[src/rtl/mcs4_ram_seq.sv]
// Host-command sequencer for MCS-4 I/O-RAM chips: runs the 8-phase instruction
// cycle and emits an optional SRC cycle followed by one I/O cycle per command.
module mcs4_ram_seq #(
  parameter int SRC_CACHE = 1
) (
  input  logic       clk,
  input  logic       rst,
  input  logic       cmd_valid,
  output logic       cmd_ready,
  input  logic [3:0] cmd_opa,
  input  logic [7:0] cmd_addr,
  input  logic [3:0] cmd_wdata,
  output logic       rsp_valid,
  output logic [3:0] rsp_data,
  output logic       sync,
  output logic       cm_ram,
  output logic [3:0] dbus_out,
  input  logic [3:0] dbus_in
);

  typedef enum logic [1:0] {IDLE, PEND, SRC, IO} state_e;

  localparam logic [2:0] PH_M1 = 3'd3;
  localparam logic [2:0] PH_M2 = 3'd4;
  localparam logic [2:0] PH_X2 = 3'd6;
  localparam logic [2:0] PH_X3 = 3'd7;

  state_e     state_q, state_d;
  logic [2:0] phase_q, phase_d;
  logic [3:0] opa_q, opa_d, wdata_q, wdata_d;
  logic [7:0] addr_q, addr_d, last_addr_q, last_addr_d;
  logic       last_ok_q, last_ok_d;
  logic       sync_q, sync_d, cm_q, cm_d, rdy_q, rdy_d, rv_q, rv_d;
  logic [3:0] dbus_q, dbus_d, rd_q, rd_d;
  logic       accept, skip;
  state_e     start_st;

  always_comb begin
    phase_d     = phase_q + 3'd1;
    accept      = cmd_valid && rdy_q;
    opa_d       = accept ? cmd_opa   : opa_q;
    addr_d      = accept ? cmd_addr  : addr_q;
    wdata_d     = accept ? cmd_wdata : wdata_q;
    skip        = (SRC_CACHE != 0) && last_ok_q && (addr_d == last_addr_q);
    start_st    = skip ? IO : SRC;
    state_d     = state_q;
    last_addr_d = last_addr_q;
    last_ok_d   = last_ok_q;

    // Transitions happen on the X3->A1 edge; an accept in X3 starts without a gap.
    case (state_q)
      IDLE: if (accept) state_d = (phase_q == PH_X3) ? start_st : PEND;
      PEND: if (phase_q == PH_X3) state_d = start_st;
      SRC: if (phase_q == PH_X3) begin
        state_d     = IO;
        last_addr_d = addr_q;
        last_ok_d   = 1'b1;
      end
      IO: if (phase_q == PH_X3) state_d = accept ? start_st : IDLE;
      default: state_d = IDLE;
    endcase

    // Bus outputs are registered: decode the cycle we are about to enter.
    cm_d   = 1'b0;
    dbus_d = 4'h0;
    if (state_d == SRC) begin
      case (phase_d)
        PH_M1: dbus_d = 4'h2;
        PH_X2: begin cm_d = 1'b1; dbus_d = addr_d[7:4]; end
        PH_X3: dbus_d = addr_d[3:0];
        default: ;
      endcase
    end else if (state_d == IO) begin
      case (phase_d)
        PH_M1: dbus_d = 4'hE;
        PH_M2: begin cm_d = 1'b1; dbus_d = opa_d; end
        PH_X2: dbus_d = opa_d[3] ? 4'h0 : wdata_d;
        default: ;
      endcase
    end

    sync_d = (phase_d == PH_X3);
    rdy_d  = (state_d == IDLE) || ((state_d == IO) && (phase_d == PH_X3));
    rv_d   = (state_q == IO) && (phase_q == PH_X2);
    rd_d   = (rv_d && opa_q[3]) ? dbus_in : 4'h0;
  end

  always_ff @(posedge clk or posedge rst) begin
    if (rst) begin
      state_q     <= IDLE;
      phase_q     <= PH_X2;
      opa_q       <= '0;
      addr_q      <= '0;
      wdata_q     <= '0;
      last_addr_q <= '0;
      last_ok_q   <= 1'b0;
      sync_q      <= 1'b0;
      cm_q        <= 1'b0;
      dbus_q      <= '0;
      rdy_q       <= 1'b0;
      rv_q        <= 1'b0;
      rd_q        <= '0;
    end else begin
      state_q     <= state_d;
      phase_q     <= phase_d;
      opa_q       <= opa_d;
      addr_q      <= addr_d;
      wdata_q     <= wdata_d;
      last_addr_q <= last_addr_d;
      last_ok_q   <= last_ok_d;
      sync_q      <= sync_d;
      cm_q        <= cm_d;
      dbus_q      <= dbus_d;
      rdy_q       <= rdy_d;
      rv_q        <= rv_d;
      rd_q        <= rd_d;
    end
  end

  assign sync      = sync_q;
  assign cm_ram    = cm_q;
  assign dbus_out  = dbus_q;
  assign cmd_ready = rdy_q;
  assign rsp_valid = rv_q;
  assign rsp_data  = rd_q;

endmodule
[config.mk]
export PLATFORM = sky130hd
export DESIGN_NAME = mcs4_ram_seq
export DESIGN_NICKNAME = d
export VERILOG_FILES = /design/src/rtl/mcs4_ram_seq.sv
export SDC_FILE = /design/constraint.sdc
export NUM_CORES = 1
export LEC_CHECK = 0
export ABC_AREA = 0
export ABC_CLOCK_PERIOD_IN_PS = 3180
export CORE_MARGIN = 3
export CORE_UTILIZATION = 40
export CTS_CLUSTER_DIAMETER = 30
export CTS_CLUSTER_SIZE = 14
export DETAILED_ROUTE_END_ITERATION = 10
export PLACE_DENSITY = 0.68
export SLEW_MARGIN = 20
export SYNTH_ARGS = -nofsm -noshare
export SYNTH_HDL_FRONTEND = slang
export SYNTH_SLANG_ARGS = --single-unit
export TNS_END_PERCENT = 10
[constraint.sdc]
create_clock -name clk -period 3.18 [get_ports clk]
set_input_delay 0.954 -clock clk [delete_from_list [all_inputs] [get_ports clk]]
set_output_delay 0.954 -clock clk [all_outputs]
set_load 0.005 [all_outputs]
==> summary.md, run 1 <==
| Metric | Value |
|---|---|
| First-pass GRT wire length | `~7500 um` |
| Hpwl dp | `around 3300 um` |
| Largest area contributor in the netlist | `dfrtp_1` |
| Tcrit/Tclk final | `about nine tenths` |
| Status | `complete, no violations` |
| Post-synth top cells | `dfrtp_1 (40), nand2_1 (38), inv_1 (12)` |
| Slew at the pin closest to its max-slew limit | `between 500 and 600 ps` |
| Final hold vios | `0` |
| Worst r2r src | `phase_q[1]` |
| Peak supply drop | `between 0.0003 and 0.0004 V` |
| Final GP Congestion | `slightly above 0.8` |
| R2R setup slack | `~890 ps` |
| Worst r2r dst | `cm_ram` |
| Critical path class | `input port to flop` |
| Largest buffer count on any clock path | `2` |
| Cell Pwr Density | `736 mW/mm2` |
| Row count | `25` |
| Total number of yosys warnings | `0` |
| Simple-gate share of the synthesized area | `between 10% and 20%` |
| # resized after CTS | `0` |
| First DRT Iteration DRCs | `52` |
| Clock slew at reported path FFs | `about 80 ps` |
| Clock latency at the later pin of the worst-skew pair | `a little under 300 ps` |
| Final nets | `265` |
| Post-DP Area | `~0.0026 mm2` |
| Min-delay worst type | `flop to flop` |
| Required time of the worst setup path | `~3400 ps` |
| Crit path arrival time | `3060 ps` |
| Post-CTS setup buffers | `0` |
| Core box area | `between 0.004 and 0.005 mm2` |
| Dpl ws | `roughly 5.8 ps` |
| Post-synth EDFFs | `0` |
| Die footprint | `approximately 0.0062 mm2` |
| Cell with the most instances after synthesis | `dfrtp_1` |
| IO Pins | `35` |
| DR vias | `~1500` |
| Per-cell routed wire length | `~14 um` |
| Area share of the largest cell type after synthesis | `roughly 47%` |
| H-tree depth | `2` |
| Count of cell types in the netlist | `53` |
| Gr usage total | `15.4%` |
| Synth Area in Adders | `under 10%` |
| Vias in the first global route | `about 1600` |
| Syn Inst Count | `192` |
| Slew Viols, Final | `0` |
| CTS Root Cell | `clkbuf_8` |
| DRC | `0` |
| Initial Util | `between 40% and 50%` |
| Fraction of registers with async set/reset | `100%` |
| Max_slew headroom | `about two thirds` |
| IO buf count | `34` |
| Synth top area cells | `dfrtp_1 (47%), nand2_1 (6.7%), ha_1 (3.5%), mux2_2 (3.2%), xor2_1 (2.9%)` |
| 1st-pass router iterations | `4` |
| Max_cap viols | `0` |
| Register bit total from synthesis | `42` |
| Crit. End Element | `flop` |
| Top_reg_cell synth | `dfrtp_1` |
| Initial antenna violation count | `0` |
| Pin count of the biggest net entering global routing | `43` |
| Diodes inserted | `0` |
| Main combinational cell family by area after synthesis | `simple AND/OR/NAND/NOR gates` |
| Xor/xnor share of the synthesized area | `~2.9%` |
| GRT overflow | `0` |
| Critical-path maximum fanout | `6` |
| Final min period | `~2900 ps` |
| Total detailed-routing wirelength | `4390 um` |
| Area grow syn2layout | `26.9%` |
| Beginning of the critical path | `cmd_valid` |
| Mux share of post-synthesis cell area | `about 8.4%` |
| Num CTS Buffers | `5` |
| Post-Syn Area | `roughly 0.0021 mm2` |
| Fmax | `between 300 and 400 MHz` |
| Die width | `about 79 um` |
| Crit path launch type | `input port` |
| Worst path max stage delay | `~520 ps` |
| Pleak | `1.23 nW` |
| Total Power | `approximately 2.0 mW` |
| Total Neg Setup Slack | `0 ps` |
| Crit-path cells | `clkdlybuf4s50_1, and2_4, mux2_2, o2bb2ai_2, o41ai_4, buf_4, mux2i_1, nor2_1` |
| TritonCTS clock tree | `yes` |
| CP endpoint | `cm_ram` |
| Layout cell share with drive strength beyond 1 | `approximately 17%` |
| Final Skew | `around 9.6 ps` |
| Final worst slack | `~300 ps` |
| WHS Path Cells | `2` |
| Die H | `about 79 um` |
| Final instance area | `about 0.0027 mm2` |
| Compound-cell area share of the yosys netlist | `approximately 14%` |
| Detail Route Antenna Nets | `0` |
| Register area share after synthesis | `between 40% and 50%` |
| Clk sinks | `between 40 and 50` |
| Final Core Density | `a little over half` |
| Avg Vias per Cell | `between 4 and 5` |
| Post-synthesis net count | `221` |
| Unrepaired setup endpoints after global routing | `false` |
| Cells on worst reg2reg path | `8` |
| Hold buffers post-CTS | `0` |
| Setup-failing EPs final | `0` |
| Synthesized area per cell | `11.1 um2` |
| Critical path's slowest cell | `clkdlybuf4s50_1` |
[worst max-delay path: cells and delay by family]
| family | cells | cell delay [ps] |
|---|---|---|
| AND/OR/NAND/NOR | 2 | 260 |
| buffers and inverters | 2 | 730 |
| AO/OA/AOI/OAI | 2 | 580 |
| multiplexers | 2 | 550 |
[final cells by class]
type | instances | area, um2
clock buffers | 6 | 72.6
clock inverters | 2 | 37.5
fillers | 444 | 2240
inverters | 12 | 45.0
multi-input cells | 132 | 997
flip-flops and latches | 42 | 1050
well taps | 67 | 83.8
repair buffers | 43 | 408
[state kept, by name, summed over array words and instances (netlist names)]
name,count
rsp_valid,1
state_q,2
last_ok_q,1
sync,1
phase_q,3
wdata_q,4
addr_q,8
rsp_data,4
cm_ram,1
opa_q,4
cmd_ready,1
dbus_out,4
last_addr_q,8
[routing by layer]
| metal | wire [um] | part of all wire (%) | vias to the layer above | track usage, % |
|---|---|---|---|---|
| li1 | - | - | 759 | - |
| met1 | 2160 | 49 | 715 | 21.7 |
| met2 | 2060 | 47 | 28 | 24.1 |
| met3 | 145 | 3.3 | 5 | 3.17 |
| met4 | 27 | 0.61 | 0 | 4.12 |
| met5 | 0 | 0 | - | 0 |
[cell families after synthesis]
| group | Yosys count |
|---|---|
| AND/OR/NAND/NOR | 72 |
| flip-flops | 42 |
| AO/OA/AOI/OAI | 30 |
| buffers and inverters | 18 |
| multiplexers | 16 |
| XOR/XNOR | 7 |
| adder cells (fa/ha/maj) | 7 |
[metrics by stage]
step	hold slack, ps	std cells
after global routing	507	304
final	477	304
after detailed placement	459	296
after global placement	454	296
after CTS	481	304
after floorplan	434	192
[layout by cell type, fill, tap and decap left out, types with 2 or more instances in the layout]
cell             count
nand2_1             38
nor2_1               2
nor2b_1              3
a22oi_1              2
clkbuf_8             5
and3_1               7
inv_1               12
ha_1                 6
a2111oi_2            2
a32oi_1              2
nand3b_1             2
o21ai_1              3
a211o_2              2
mux2_2               6
and2_1               2
o211ai_1             2
mux2i_1              4
xor2_1               7
nand3_1              5
dfstp_2              2
or2_1                4
clkdlybuf4s50_1     34
mux2_1               5
dfrtp_1             40
buf_4                9
[where the power goes]
group	total, mW	switching (mW)	internal, mW
logic	0.754	0.396	0.358
registers	0.819	0.123	0.696
clock network	0.411	0.177	0.234
[worst min-delay path by stage]
stage	start	to	slack, ps
6_report	wdata_q[3]	wdata_q[3]	480
4_1_cts	wdata_q[3]	wdata_q[3]	480
5_1_grt	wdata_q[3]	wdata_q[3]	510
3_5_place_dp	wdata_q[3]	wdata_q[3]	460
3_3_place_gp	wdata_q[3]	wdata_q[3]	450
2_1_floorplan	wdata_q[2]	wdata_q[2]	430
Power figures use the tool's default switching activity.
==> inputs of run 2 (changes only) <==
--- a/config.mk
+++ b/config.mk
@@ -13,6 +13,7 @@
 export CTS_CLUSTER_SIZE = 14
 export DETAILED_ROUTE_END_ITERATION = 10
 export PLACE_DENSITY = 0.68
+export SETUP_SLACK_MARGIN = 0.5
 export SLEW_MARGIN = 20
 export SYNTH_ARGS = -nofsm -noshare
 export SYNTH_HDL_FRONTEND = slang
==> summary.md, run 2 (synthesized netlist as in run 1, its figures left out) <==
| Metric | Value |
|---|---|
| Final GP Congestion | `0.806 (unchanged)` |
| Die footprint | `0.00623 mm2 (unchanged)` |
| Clock slew at reported path FFs | `80 ps (about the same)` |
| Max_cap viols | `0 (unchanged)` |
| Critical path class | `input port to flop` |
| 1st-pass router iterations | `4 (unchanged)` |
| First DRT Iteration DRCs | `48 (-7.7%)` |
| Slew at the pin closest to its max-slew limit | `552 ps (+26.0 ps)` |
| IO Pins | `35 (unchanged)` |
| Area grow syn2layout | `31.4%` |
| Global Route met3 Usage | `3.17% (unchanged)` |
| Avg Vias per Cell | `4.98 (+0.40%)` |
| WHS Path Cells | `2 (unchanged)` |
| Worst hold start | `wdata_q[3]` |
| Die width | `78.9 um (unchanged)` |
| Worst r2r src | `phase_q[1]` |
| DR vias | `1528 (+1.4%)` |
| Gr usage total | `15.6% (+0.18 points)` |
| Hpwl dp | `3330 um (unchanged)` |
| Post-DP Area | `0.00259 mm2 (unchanged)` |
| Fmax | `385 MHz (+11%)` |
| GR Util met1 | `21.9% (+0.19 points)` |
| H-tree depth | `2 (unchanged)` |
| R2R setup slack | `970 ps (+80 ps)` |
| IO buf count | `34 (unchanged)` |
| Die H | `78.9 um (unchanged)` |
| Clock latency at the later pin of the worst-skew pair | `290 ps (about the same)` |
| Crit path launch type | `input port` |
| Tcrit/Tclk final | `81.7% (-8.9 points)` |
| Most frequent cells in the layout | `dfrtp_1 (40), nand2_1 (38), clkdlybuf4s50_1 (27)` |
| Final Skew | `7.34 ps (-2.24 ps)` |
| Final min period | `2600 ps (-282 ps)` |
| Fill count | `436 (-1.8%)` |
| Num CTS Buffers | `5 (unchanged)` |
| Pleak | `1.29 nW (+5.1%)` |
| Crit path arrival time | `2780 ps (-280 ps)` |
| Status | `complete, no violations` |
| Min-delay worst type | `flop to flop` |
| Diodes inserted | `0 (unchanged)` |
| Final instance area | `0.00279 mm2 (+3.5%)` |
| Biggest regs | `addr_q (8), last_addr_q (8)` |
| CTS Root Cell | `clkbuf_8` |
| Total Neg Setup Slack | `0 ps (unchanged)` |
| Vias in the first global route | `1578 (+0.96%)` |
| Largest buffer count on any clock path | `2 (unchanged)` |
| Total detailed-routing wirelength | `4550 um (+3.5%)` |
| Dpl ws | `5.83 ps (unchanged)` |
| Peak supply drop | `0.000358 V (+0.28%)` |
| Final worst slack | `583 ps (+282 ps)` |
| Detail Route Antenna Nets | `0 (unchanged)` |
| Endpoint, Worst Hold | `wdata_q[3]` |
| Layout cell share with drive strength beyond 1 | `19.6% (+2.7 points)` |
| Most common cell after layout, fill and taps aside | `dfrtp_1` |
| First-pass GRT wire length | `7620 um (+1.0%)` |
| Max_slew headroom | `62.9% (-2.1 points)` |
| TritonCTS clock tree | `yes` |
| Core box area | `0.00494 mm2 (unchanged)` |
| Grt met2 use | `24.5% (+0.42 points)` |
| GRT overflow | `0 (unchanged)` |
| Initial Util | `43.0% (unchanged)` |
| Clk sinks | `42 (unchanged)` |
| Final hold vios | `0 (unchanged)` |
| Area of the multi-input gates | `0.00106 mm2 (+6.3%)` |
| Row count | `25 (unchanged)` |
| DRC | `0 (unchanged)` |
| Unrepaired setup endpoints after global routing | `false` |
| Initial antenna violation count | `0 (unchanged)` |
| Final nets | `268 (+1.1%)` |
| Pin count of the biggest net entering global routing | `43 (unchanged)` |
| Slew Viols, Final | `0 (unchanged)` |
| Worst r2r dst | `cm_ram` |
| Setup-failing EPs final | `0 (unchanged)` |
| Gr busiest metal | `met2` |
| Cells on worst reg2reg path | `8 (unchanged)` |
| Per-cell routed wire length | `14.8 um (+2.5%)` |
| Required time of the worst setup path | `3370 ps (about the same)` |
| Crit. End Element | `flop` |
| Cell Pwr Density | `751 mW/mm2 (+2.1%)` |
| Register area | `0.00105 mm2 (unchanged)` |
| Critical-path maximum fanout | `6 (unchanged)` |
run 2: cell count changes in the layout (fill, tap and decap cells not counted), sizes merged:
cell,previous run,this run
dlymetal6s2s,0,4
clkdlybuf4s50,34,27
dlygate4sd2,0,3
buf,9,12
run 2: area by class of cell:
class,count,area share [%]
Tap cell,67,3.00
Clock buffer,6,2.60
Timing Repair Buffer,46,15.8
Sequential cell,42,37.7
Inverter,12,1.61
Multi-Input combinational cell,132,37.9
Clock inverter,2,1.34
run 2: metal layers:
layer | up-vias | wire, um
li1 | 762 | -
met1 | 730 | 2150
met2 | 32 | 2220
met3 | 4 | 150
met4 | 0 | 28
met5 | - | 0
run 2: repair_timing:
action / CTS / global route
hold buffers: 0 / 0
pin swaps: 6 / 5
setup endpoints to repair: 6 / 6
setup buffers: 3 / 0
resized for setup: 9 / 7
run 2: power by group:
| group | internal [mW] | switching [mW] | leakage, nW |
|---|---|---|---|
| combinational | 0.414 | 0.445 | 0.718 |
| clock | 0.234 | 0.180 | 0.0514 |
| sequential | 0.696 | 0.129 | 0.525 |
run 2: worst max path at each step:
stage	start	to	slack, ps
2_1_floorplan	cmd_addr[1]	dbus_out[3]	510
3_3_place_gp	cmd_valid	cm_ram	30
3_5_place_dp	cmd_valid	cm_ram	6
4_1_cts	cmd_addr[1]	cm_ram	510
5_1_grt	cmd_valid	cm_ram	500
6_report	cmd_valid	cm_ram	580
run 2: critical path, stage by stage:
cell and delay, ps:
dlygate4sd2_1 250, and2_4 230, mux2_2 380, o2bb2ai_2 150, o41ai_4 390, buf_4 200, mux2i_1 180, nor2_1 50
run 2: stage by stage:
stage	hold WS (ps)	cells	power (mW)	utilization, %
6_report	478	307	2.10	56.5
4_1_cts	481	307	2.07	55.6
5_1_grt	507	307	2.25	56.5
3_5_place_dp	459	296	1.59	52.4
2_1_floorplan	434	192	1.37	-
3_3_place_gp	454	296	1.58	52.4
